$ cat config.mk
export PLATFORM = sky130hd
export DESIGN_NAME = sseg_scan_driver
export DESIGN_NICKNAME = d
export VERILOG_FILES = /design/src/rtl/sseg_pkg.sv /design/src/rtl/sseg_scan_driver_hex_to_7_segment.sv /design/src/rtl/sseg_scan_driver.sv
export SDC_FILE = /design/constraint.sdc
export NUM_CORES = 1
export LEC_CHECK = 0
export CORE_MARGIN = 2
export CORE_UTILIZATION = 57
export DETAILED_ROUTE_END_ITERATION = 16
export GPL_TIMING_DRIVEN = 0
export PLACE_DENSITY = 0.82
export REMOVE_ABC_BUFFERS = 1
export SETUP_SLACK_MARGIN = 0.2
export SYNTH_ARGS = -nofsm -noshare
export SYNTH_HDL_FRONTEND = slang
export SYNTH_SLANG_ARGS = --single-unit
$ cat constraint.sdc
create_clock -name clk_i -period 5.7 [get_ports clk_i]
set_input_delay 0.57 -clock clk_i [delete_from_list [all_inputs] [get_ports clk_i]]
set_output_delay 0.57 -clock clk_i [all_outputs]
set_load 0.05 [all_outputs]
$ cat src/rtl/sseg_pkg.sv
// ============================================================================
// sseg_pkg : shared constants and types for the seven-segment scan driver
// Rev 1.0
// ============================================================================
`default_nettype none

package sseg_pkg;

  localparam int         NUM_DIGITS = 4;
  localparam logic [6:0] SSEG_BLANK = 7'b1111111;
  localparam logic [3:0] AN_OFF     = 4'b1111;

  typedef logic [3:0] bcd_digit_t;

endpackage

`default_nettype wire

$ cat src/rtl/sseg_scan_driver_hex_to_7_segment.sv
// ============================================================================
// hex_to_7_segment : nibble to active-low segment pattern {g,f,e,d,c,b,a}
// Rev 1.0
// ============================================================================
`default_nettype none

module hex_to_7_segment
  import sseg_pkg::*;
(
  input  bcd_digit_t digit_i,
  output logic [6:0] sseg_o
);

  always_comb begin
    sseg_o = SSEG_BLANK;
    case (digit_i)
      4'h0: sseg_o = 7'b1000000;
      4'h1: sseg_o = 7'b1111001;
      4'h2: sseg_o = 7'b0100100;
      4'h3: sseg_o = 7'b0110000;
      4'h4: sseg_o = 7'b0011001;
      4'h5: sseg_o = 7'b0010010;
      4'h6: sseg_o = 7'b0000010;
      4'h7: sseg_o = 7'b1111000;
      4'h8: sseg_o = 7'b0000000;
      4'h9: sseg_o = 7'b0010000;
      4'hA: sseg_o = 7'b0001000;
      4'hB: sseg_o = 7'b0000011;
      4'hC: sseg_o = 7'b1000110;
      4'hD: sseg_o = 7'b0100001;
      4'hE: sseg_o = 7'b0000110;
      4'hF: sseg_o = 7'b0001110;
      default: sseg_o = SSEG_BLANK;
    endcase
  end

endmodule

`default_nettype wire

$ cat src/rtl/sseg_scan_driver.sv
// ============================================================================
// sseg_scan_driver : 4-digit common-anode multiplexed display driver with
// per-frame value latch. Optional macro LEADING_ZERO_BLANK_EN. Rev 1.0
// ============================================================================
`default_nettype none

module sseg_scan_driver
  import sseg_pkg::*;
#(
  parameter int REFRESH_CYCLES = 100_000
) (
  input  logic        clk_i,
  input  logic        reset_i,
  input  logic [15:0] bcd_i,
  input  logic [3:0]  dp_i,
  input  logic        blank_i,
  output logic [3:0]  an_o,
  output logic [6:0]  sseg_o,
  output logic        dp_o
);

  localparam int               CNT_W     = (REFRESH_CYCLES > 2) ? $clog2(REFRESH_CYCLES) : 1;
  localparam logic [CNT_W-1:0] TICK_LAST = CNT_W'(REFRESH_CYCLES - 1);

  logic [CNT_W-1:0] tick_q, tick_d;
  logic [1:0]       dig_idx_q, dig_idx_d;
  logic [15:0]      val_q, val_d;
  logic [3:0]       dp_q, dp_d;
  logic [3:0]       an_q, an_d;
  logic [6:0]       sseg_q, sseg_d;
  logic             dp_out_q, dp_out_d;

  logic             tc;
  logic             dead;
  bcd_digit_t       nibble;
  logic [6:0]       dec_seg;
  logic [NUM_DIGITS-1:0] lz_mask;

  assign tc     = (tick_q == TICK_LAST);
  assign dead   = (tick_q == '0);
  assign nibble = val_q[{dig_idx_q, 2'b00} +: 4];

  hex_to_7_segment u_dec (
    .digit_i (nibble),
    .sseg_o  (dec_seg)
  );

`ifdef LEADING_ZERO_BLANK_EN
  logic lz_run;
  // Walk down from the top digit; a nonzero digit or a lit dp stops blanking.
  always_comb begin
    lz_run  = 1'b1;
    lz_mask = '0;
    for (int k = NUM_DIGITS - 1; k >= 1; k--) begin
      lz_run     = lz_run && (val_q[4*k +: 4] == 4'h0) && !dp_q[k];
      lz_mask[k] = lz_run;
    end
  end
`else
  assign lz_mask = '0;
`endif

  always_comb begin
    tick_d    = tick_q + 1'b1;
    dig_idx_d = dig_idx_q;
    val_d     = val_q;
    dp_d      = dp_q;
    if (tc) begin
      tick_d    = '0;
      dig_idx_d = dig_idx_q + 2'd1;
      if (dig_idx_q == 2'd3) begin
        val_d = bcd_i;
        dp_d  = dp_i;
      end
    end
  end

  always_comb begin
    an_d     = AN_OFF;
    sseg_d   = SSEG_BLANK;
    dp_out_d = 1'b1;
    if (!dead) begin
      an_d     = ~(4'b0001 << dig_idx_q);
      dp_out_d = ~dp_q[dig_idx_q];
      if (nibble <= 4'd9 && !lz_mask[dig_idx_q]) begin
        sseg_d = dec_seg;
      end
    end
    if (blank_i) begin
      an_d = AN_OFF;
    end
  end

  always_ff @(posedge clk_i) begin
    if (reset_i) begin
      tick_q    <= '0;
      dig_idx_q <= 2'd0;
      val_q     <= 16'h0000;
      dp_q      <= 4'b0000;
      an_q      <= AN_OFF;
      sseg_q    <= SSEG_BLANK;
      dp_out_q  <= 1'b1;
    end else begin
      tick_q    <= tick_d;
      dig_idx_q <= dig_idx_d;
      val_q     <= val_d;
      dp_q      <= dp_d;
      an_q      <= an_d;
      sseg_q    <= sseg_d;
      dp_out_q  <= dp_out_d;
    end
  end

  assign an_o   = an_q;
  assign sseg_o = sseg_q;
  assign dp_o   = dp_out_q;

endmodule

`default_nettype wire
==> impl_metrics.csv, run 1 <==
group,metric,value,unit
status,status,"complete, no violations",
synth,yosysWarningCount,0,
setup_path,critical_path.startpoint_type,"register",
sta,tns,0,ns
final_layout,synthToLayoutAreaGrowth,16.83,%
grt,antenna_found_initial,0,
setup_path,cp.arrival,2.95,ns
floorplanning,die_h,71.86,um
synth,syn-cell-area,2625,um2
setup_path,path_class,"reg -> reg",
pwr,leakagePower,0.001062,uW
cts,cts_tree,"done",
final_layout,design_area,3067,um2
place,io_buffers,34,
cts,cts_buffer_depth,2,
sta,drv_slew,0,
pwr,power_switching,159.2,uW
setup_path,cp-end-kind,"register",
synth,yosysMostFrequentCell,"dfxtp_1",
floorplanning,initial_core_util,0.5987,
cts,htreeDepth,2,
grt,grt_pass1_wl,10.07,mm
pwr,peakVddDrop,149.7,uV
route,top_layer_used,"met4",
pwr,clkPwrFrac,0.382,
cts,cts_resized,0,
synth,synthTopCellsByArea,"dfxtp_1 39%, o31ai_1 6.6%, nand4_1 6.2%",
synth,yosysTopAreaCell,"dfxtp_1",
setup_path,crit_required,5.85,ns
floorplanning,die_area,5164,um2
cts,cts_num_sinks,51,
route,wl_met3,291,um
sta,hold_violations,0,
route,first_iter_violations,166,
pwr,powerDensity,225.5,nW/um2
synth,synth_flop_cell,"dfxtp_1",
setup_path,crit_fanout,22,
sta,fmax,356.6,MHz
place,dpl-instance-area,2949,um2
sta,setup_violations,0,
grt,grt_pass1_vias,2173,
floorplanning,die_w,71.86,um
pwr,netSwitchingFraction,0.2301,
final_layout,antenna_cells,0,
cts,clk_latency,0.31,ns
synth,syn_area_per_cell,9.309,um2
synth,synthCells,282,
sta,maxSlewHeadroom,0.3210,
route,post_drt_wl_per_cell,16.51,um
place,place.gp.congestion,0.8822,
synth,synth-seq-cells,51,
route,vias,2241,
sta,fin_crit,2.804,ns
cts,hold_buffers,0,
synth,synth-edff-count,0,
place,dp_hpwl,4.003,mm
grt,overflow,0,
synth,yosysSeqAreaShare,0.3889,
sta,rsz0062_at_grt,"no",
pwr,p_seq_frac,0.529,
floorplanning,ios,35,
final_layout,seqCellArea,1021,um2
final_layout,multi_input_area,1455,um2
synth,synthDistinctLibCells,47,
sta,post-route-period-util,0.4920,
min_path,min_path_type,"reg -> reg",
final_layout,drive_gt1_frac,0.07237,
synth,yosys-top-cells-count,"51 x dfxtp_1, 26 x nand4_1, 25 x a21oi_1, 23 x o31ai_1, 17 x nor2_1",
flow_run,cap_violations,0,
sta,tightest_slew,1.015,ns
cts,clockRootBuffer,"clkbuf_8",
place,place_ws,2.917,ns
floorplanning,rows,24,
floorplanning,coreArea,4384,um2
route,route.met2.wl,3.029,mm
cts,cts_buffers,5,
grt,grt_max_degree,28,
synth,synthArstFlopShare,0,
pwr,p_comb_frac,0.089,
route,drt_wl_total,5.876,mm
sta,finalWorstSetupSlack,2.896,ns
pwr,cellInternalPower,532.5,uW
cts,clkTransAtPathRegs,0.09,ns
cts,cts_setup_buffers,0,
route,via_per_inst,6.295,
synth,synth.top_cell.area_share,0.3889,
grt,track_usage,0.2476,
route,firstDrtPassIters,5,
final_layout,nFillCells,351,
route,wl_met1,2.475,mm
final_layout,nets,338,
route,post-route-drc-count,0,
route,ant_nets,0,
sta,fin_skew,0.006192,ns
## cell families (layout without fill, tap and decap cells)
family,after synthesis,count (layout),synth area share
and+or+nand+nor,89,89,0.1897
AOI/OAI and AO/OA,67,67,0.1783
DFF,51,51,0.3889
buffers and inverters,35,57,0.05767
xor gates and xnor gates,17,17,0.05672
adders and majority gates,12,12,0.05720
muxes,11,11,0.07150
## routing by layer
metal / vias to the layer above / global-route usage
met4: 0 / 0.09015
met5: - / 0
met2: 60 / 0.4280
li1: 1094 / -
met1: 1078 / 0.3005
met3: 9 / 0.05767
## cells in the final DEF (no fill, tap or decap), types with 2 or more instances in the layout
cell type,count
nor4_1,3
ha_1,12
mux2i_1,3
mux4_2,6
inv_1,14
and4_1,5
nand3_1,11
nor2_1,17
a21oi_1,25
nand3b_1,2
xnor2_1,4
o21ai_1,2
o21ai_0,3
nor3_1,2
or4_1,2
nand2_1,11
a211oi_1,2
dfxtp_1,51
mux2_2,2
clkbuf_8,6
o31ai_1,23
xor2_1,13
o211ai_1,2
clkdlybuf4s50_1,34
nand4_1,26
## sequential cells by signal, indices dropped and copies added (netlist names)
| register | cells |
|---|---|
| an_o | 4 |
| dig_idx_q | 2 |
| dp_o | 1 |
| sseg_o | 7 |
| val_q | 16 |
| tick_q | 17 |
| dp_q | 4 |
## critical path: stages, from the launching register on
cell and delay (ns):
dfxtp_1 0.75, ha_1 0.83, inv_1 0.55, o31ai_1 0.37
a21oi_1 0.12
## path summary, 6_finish.rpt
kind,slack [ns],to,cells past startpoint,from
hold reg to reg,0.47,val_q[12]$_SDFFE_PP0P_,2,val_q[12]$_SDFFE_PP0P_
setup reg to reg,2.90,val_q[1]$_SDFFE_PP0P_,4,dig_idx_q[0]$_SDFFE_PP0P_
hold / removal,0.47,val_q[12]$_SDFFE_PP0P_,2,val_q[12]$_SDFFE_PP0P_
setup / recovery,2.90,val_q[1]$_SDFFE_PP0P_,4,dig_idx_q[0]$_SDFFE_PP0P_
## area by class of cell
type                            instances  share of cell area
Multi-Input combinational cell        196              0.4745
Inverter                               14             0.01714
Clock buffer                            6             0.02693
Tap cell                               52             0.02122
Sequential cell                        51              0.3329
Timing Repair Buffer                   35              0.1159
Clock inverter                          2             0.01142
## through the flow
step / hold slack (ns) / total power, uW / utilization / instances
floorplan: 0.4347 / 404.0 / - / 261
global placement: 0.4497 / 435.3 / 0.6687 / 347
detailed placement: 0.4585 / 435.9 / 0.6727 / 348
CTS: 0.4727 / 693.7 / 0.6995 / 356
global route: 0.4997 / 712.9 / 0.6995 / 356
finish: 0.4717 / 691.7 / 0.6995 / 356
## power groups by stage
| stage | registers [uW] | clock network, uW | logic (uW) |
|---|---|---|---|
| 3_5_place_dp | 374 | 0 | 61.5 |
| 6_report | 366 | 264 | 61.5 |
| 2_1_floorplan | 391 | 0 | 12.5 |
| 3_3_place_gp | 374 | 0 | 61.2 |
| 5_1_grt | 367 | 281 | 65.1 |
| 4_1_cts | 366 | 266 | 61.7 |
No activity file was read; power rests on OpenSTA's default activity.
==> inputs of run 2 (changes only) <==
--- a/config.mk
+++ b/config.mk
@@ -6,10 +6,10 @@
 export NUM_CORES = 1
 export LEC_CHECK = 0
 export CORE_MARGIN = 2
-export CORE_UTILIZATION = 57
+export CORE_UTILIZATION = 55
 export DETAILED_ROUTE_END_ITERATION = 16
 export GPL_TIMING_DRIVEN = 0
-export PLACE_DENSITY = 0.82
+export PLACE_DENSITY = 0.8
 export REMOVE_ABC_BUFFERS = 1
 export SETUP_SLACK_MARGIN = 0.2
 export SYNTH_ARGS = -nofsm -noshare
==> constraint.sdc (replaced) <==
create_clock -name clk_i -period 2.7 [get_ports clk_i]
set_input_delay 0.27 -clock clk_i [delete_from_list [all_inputs] [get_ports clk_i]]
set_output_delay 0.27 -clock clk_i [all_outputs]
set_load 0.05 [all_outputs]
==> impl_metrics.csv, run 2 (synthesis results as in run 1) <==
group,metric,value,unit
cts,cts_num_sinks,51,
pwr,peakVddDrop,381.2,uV
cts,clkTransAtPathRegs,0.09,ns
grt,grt_pass1_vias,2012,
floorplanning,rows,25,
flow_run,cap_violations,0,
route,ant_nets,0,
cts,cts_buffers,5,
final_layout,design_area,3072,um2
grt,antenna_found_initial,0,
route,vias,2207,
cts,clockRootBuffer,"clkbuf_8",
place,place.gp.congestion,0.8572,
place,dp_hpwl,3.690,mm
setup_path,cp.arrival,2.54,ns
final_layout,antenna_cells,0,
final_layout,mostFrequentLayoutCells,"50 x dfxtp_1, 34 x clkdlybuf4s50_1, 26 x nand4_1",
route,first_iter_violations,155,
sta,tightest_slew,1.036,ns
setup_path,reg2reg_depth,6,
pwr,powerDensity,450.3,nW/um2
sta,setup_violations,0,
sta,timing.hold.ws,0.4688,ns
route,via_per_inst,6.148,
status,status,"complete, no violations",
final_layout,final_common_cell,"dfxtp_1",
cts,hold_buffers,0,
grt,overflow,0,
setup_path,crit_fanout,15,
grt,track_usage,0.2271,
setup_path,crit_path_start,"dig_idx_q[1]$_SDFFE_PP0P_",
cts,clk_latency,0.31,ns
setup_path,cp-end-kind,"register",
final_layout,largest-register,"tick_q",
floorplanning,initial_core_util,0.5632,
cts,cts_setup_buffers,0,
floorplanning,die_area,5341,um2
floorplanning,die_w,73.09,um
place,placed_cells,350,
cts,cts_buffer_depth,2,
pwr,leakagePower,0.001051,uW
final_layout,post-route-util,0.6591,
sta,fmax,423.6,MHz
route,post-route-drc-count,0,
floorplanning,ios,35,
final_layout,drive_gt1_frac,0.07869,
sta,maxSlewHeadroom,0.3070,
route,post_drt_wl_per_cell,15.67,um
setup_path,crit_path_end,"sseg_o[2]$_SDFF_PP1_",
route,firstDrtPassIters,4,
setup_path,crit_required,2.88,ns
final_layout,synthToLayoutAreaGrowth,17.02,%
sta,drv_slew,0,
sta,fin_skew,0.008113,ns
grt,grt_pass1_wl,9.480,mm
cts,cts_tree,"done",
final_layout,final_cells,359,
sta,tns,0,ns
min_path,hold_depth,2,
floorplanning,die_h,73.09,um
setup_path,critical_path.startpoint_type,"register",
floorplanning,coreArea,4661,um2
sta,hold_violations,0,
sta,rsz0062_at_grt,"yes",
route,drt_wl_total,5.624,mm
sta,post-route-period-util,0.8744,
setup_path,reg2reg_setup_slack,0.34,ns
place,dpl-instance-area,2948,um2
setup_path,r2r-end,"sseg_o[2]$_SDFF_PP1_",
final_layout,largest_reg_flops,17,
final_layout,nFillCells,381,
grt,grt_max_degree,28,
min_path,min_path_type,"reg -> reg",
cts,htreeDepth,2,
sta,fin_crit,2.361,ns
final_layout,nets,339,
place,io_buffers,34,
setup_path,path_class,"reg -> reg",
setup_path,timing.rr.start,"dig_idx_q[1]$_SDFFE_PP0P_",
run 2: metrics by stage:
step	worst slack (ns)	total power [uW]
final	0.3391	1383
after global routing	0.1922	1429
after CTS	0.3153	1398
after detailed placement	-0.04616	918.6
after global placement	-0.08631	917.4
after floorplan	0.4295	852.9
run 2: worst max-delay path, stage by stage, from the launching register on:
cell and delay, ns:
dfxtp_1 0.68, mux4_2 0.47, inv_1 0.15, ha_1 0.26, o21bai_4 0.10, a221oi_4 0.40, o311ai_1 0.16
run 2: where the power goes:
group          internal, uW  total [uW]  switching [uW]
clock                   234         483             248
combinational          59.0         129            70.2
sequential              765         771            6.71
total                  1060        1380             325
run 2: how the worst min path moves through the flow:
stage | start | end | slack (ns)
final | val_q[4]$_SDFFE_PP0P_ | val_q[4]$_SDFFE_PP0P_ | 0.47
after global placement | dp_q[2]$_SDFFE_PP0P_ | dp_q[2]$_SDFFE_PP0P_ | 0.45
after global routing | val_q[13]$_SDFFE_PP0P_ | val_q[13]$_SDFFE_PP0P_ | 0.49
after floorplan | reset_i | dig_idx_q[0]$_SDFFE_PP0P_ | 0.34
after detailed placement | dp_q[0]$_SDFFE_PP0P_ | dp_q[0]$_SDFFE_PP0P_ | 0.46
after CTS | val_q[8]$_SDFFE_PP0P_ | val_q[8]$_SDFFE_PP0P_ | 0.47
run 2: layer usage:
layer | up-vias | share of wire | track usage
met5 | - | 0 | 0
met4 | 0 | 0.015 | 0.09053
met3 | 6 | 0.054 | 0.04696
met2 | 63 | 0.47 | 0.3534
met1 | 1043 | 0.46 | 0.3084
li1 | 1095 | - | -
run 2: timing repair:
action                     in CTS  in global routing
setup endpoints to repair      43                 13
cloned                          1                  0
gates resized for setup         3                  2
run 2: area by class of cell:
type,instances,area (um2),area share
Clock buffer,8,100.1,0.03259
Inverter,14,52.55,0.01711
Multi-Input combinational cell,197,1475,0.4802
Sequential cell,51,1025,0.3336
Tap cell,54,67.56,0.02200
Timing Repair Buffer,35,351.6,0.1145
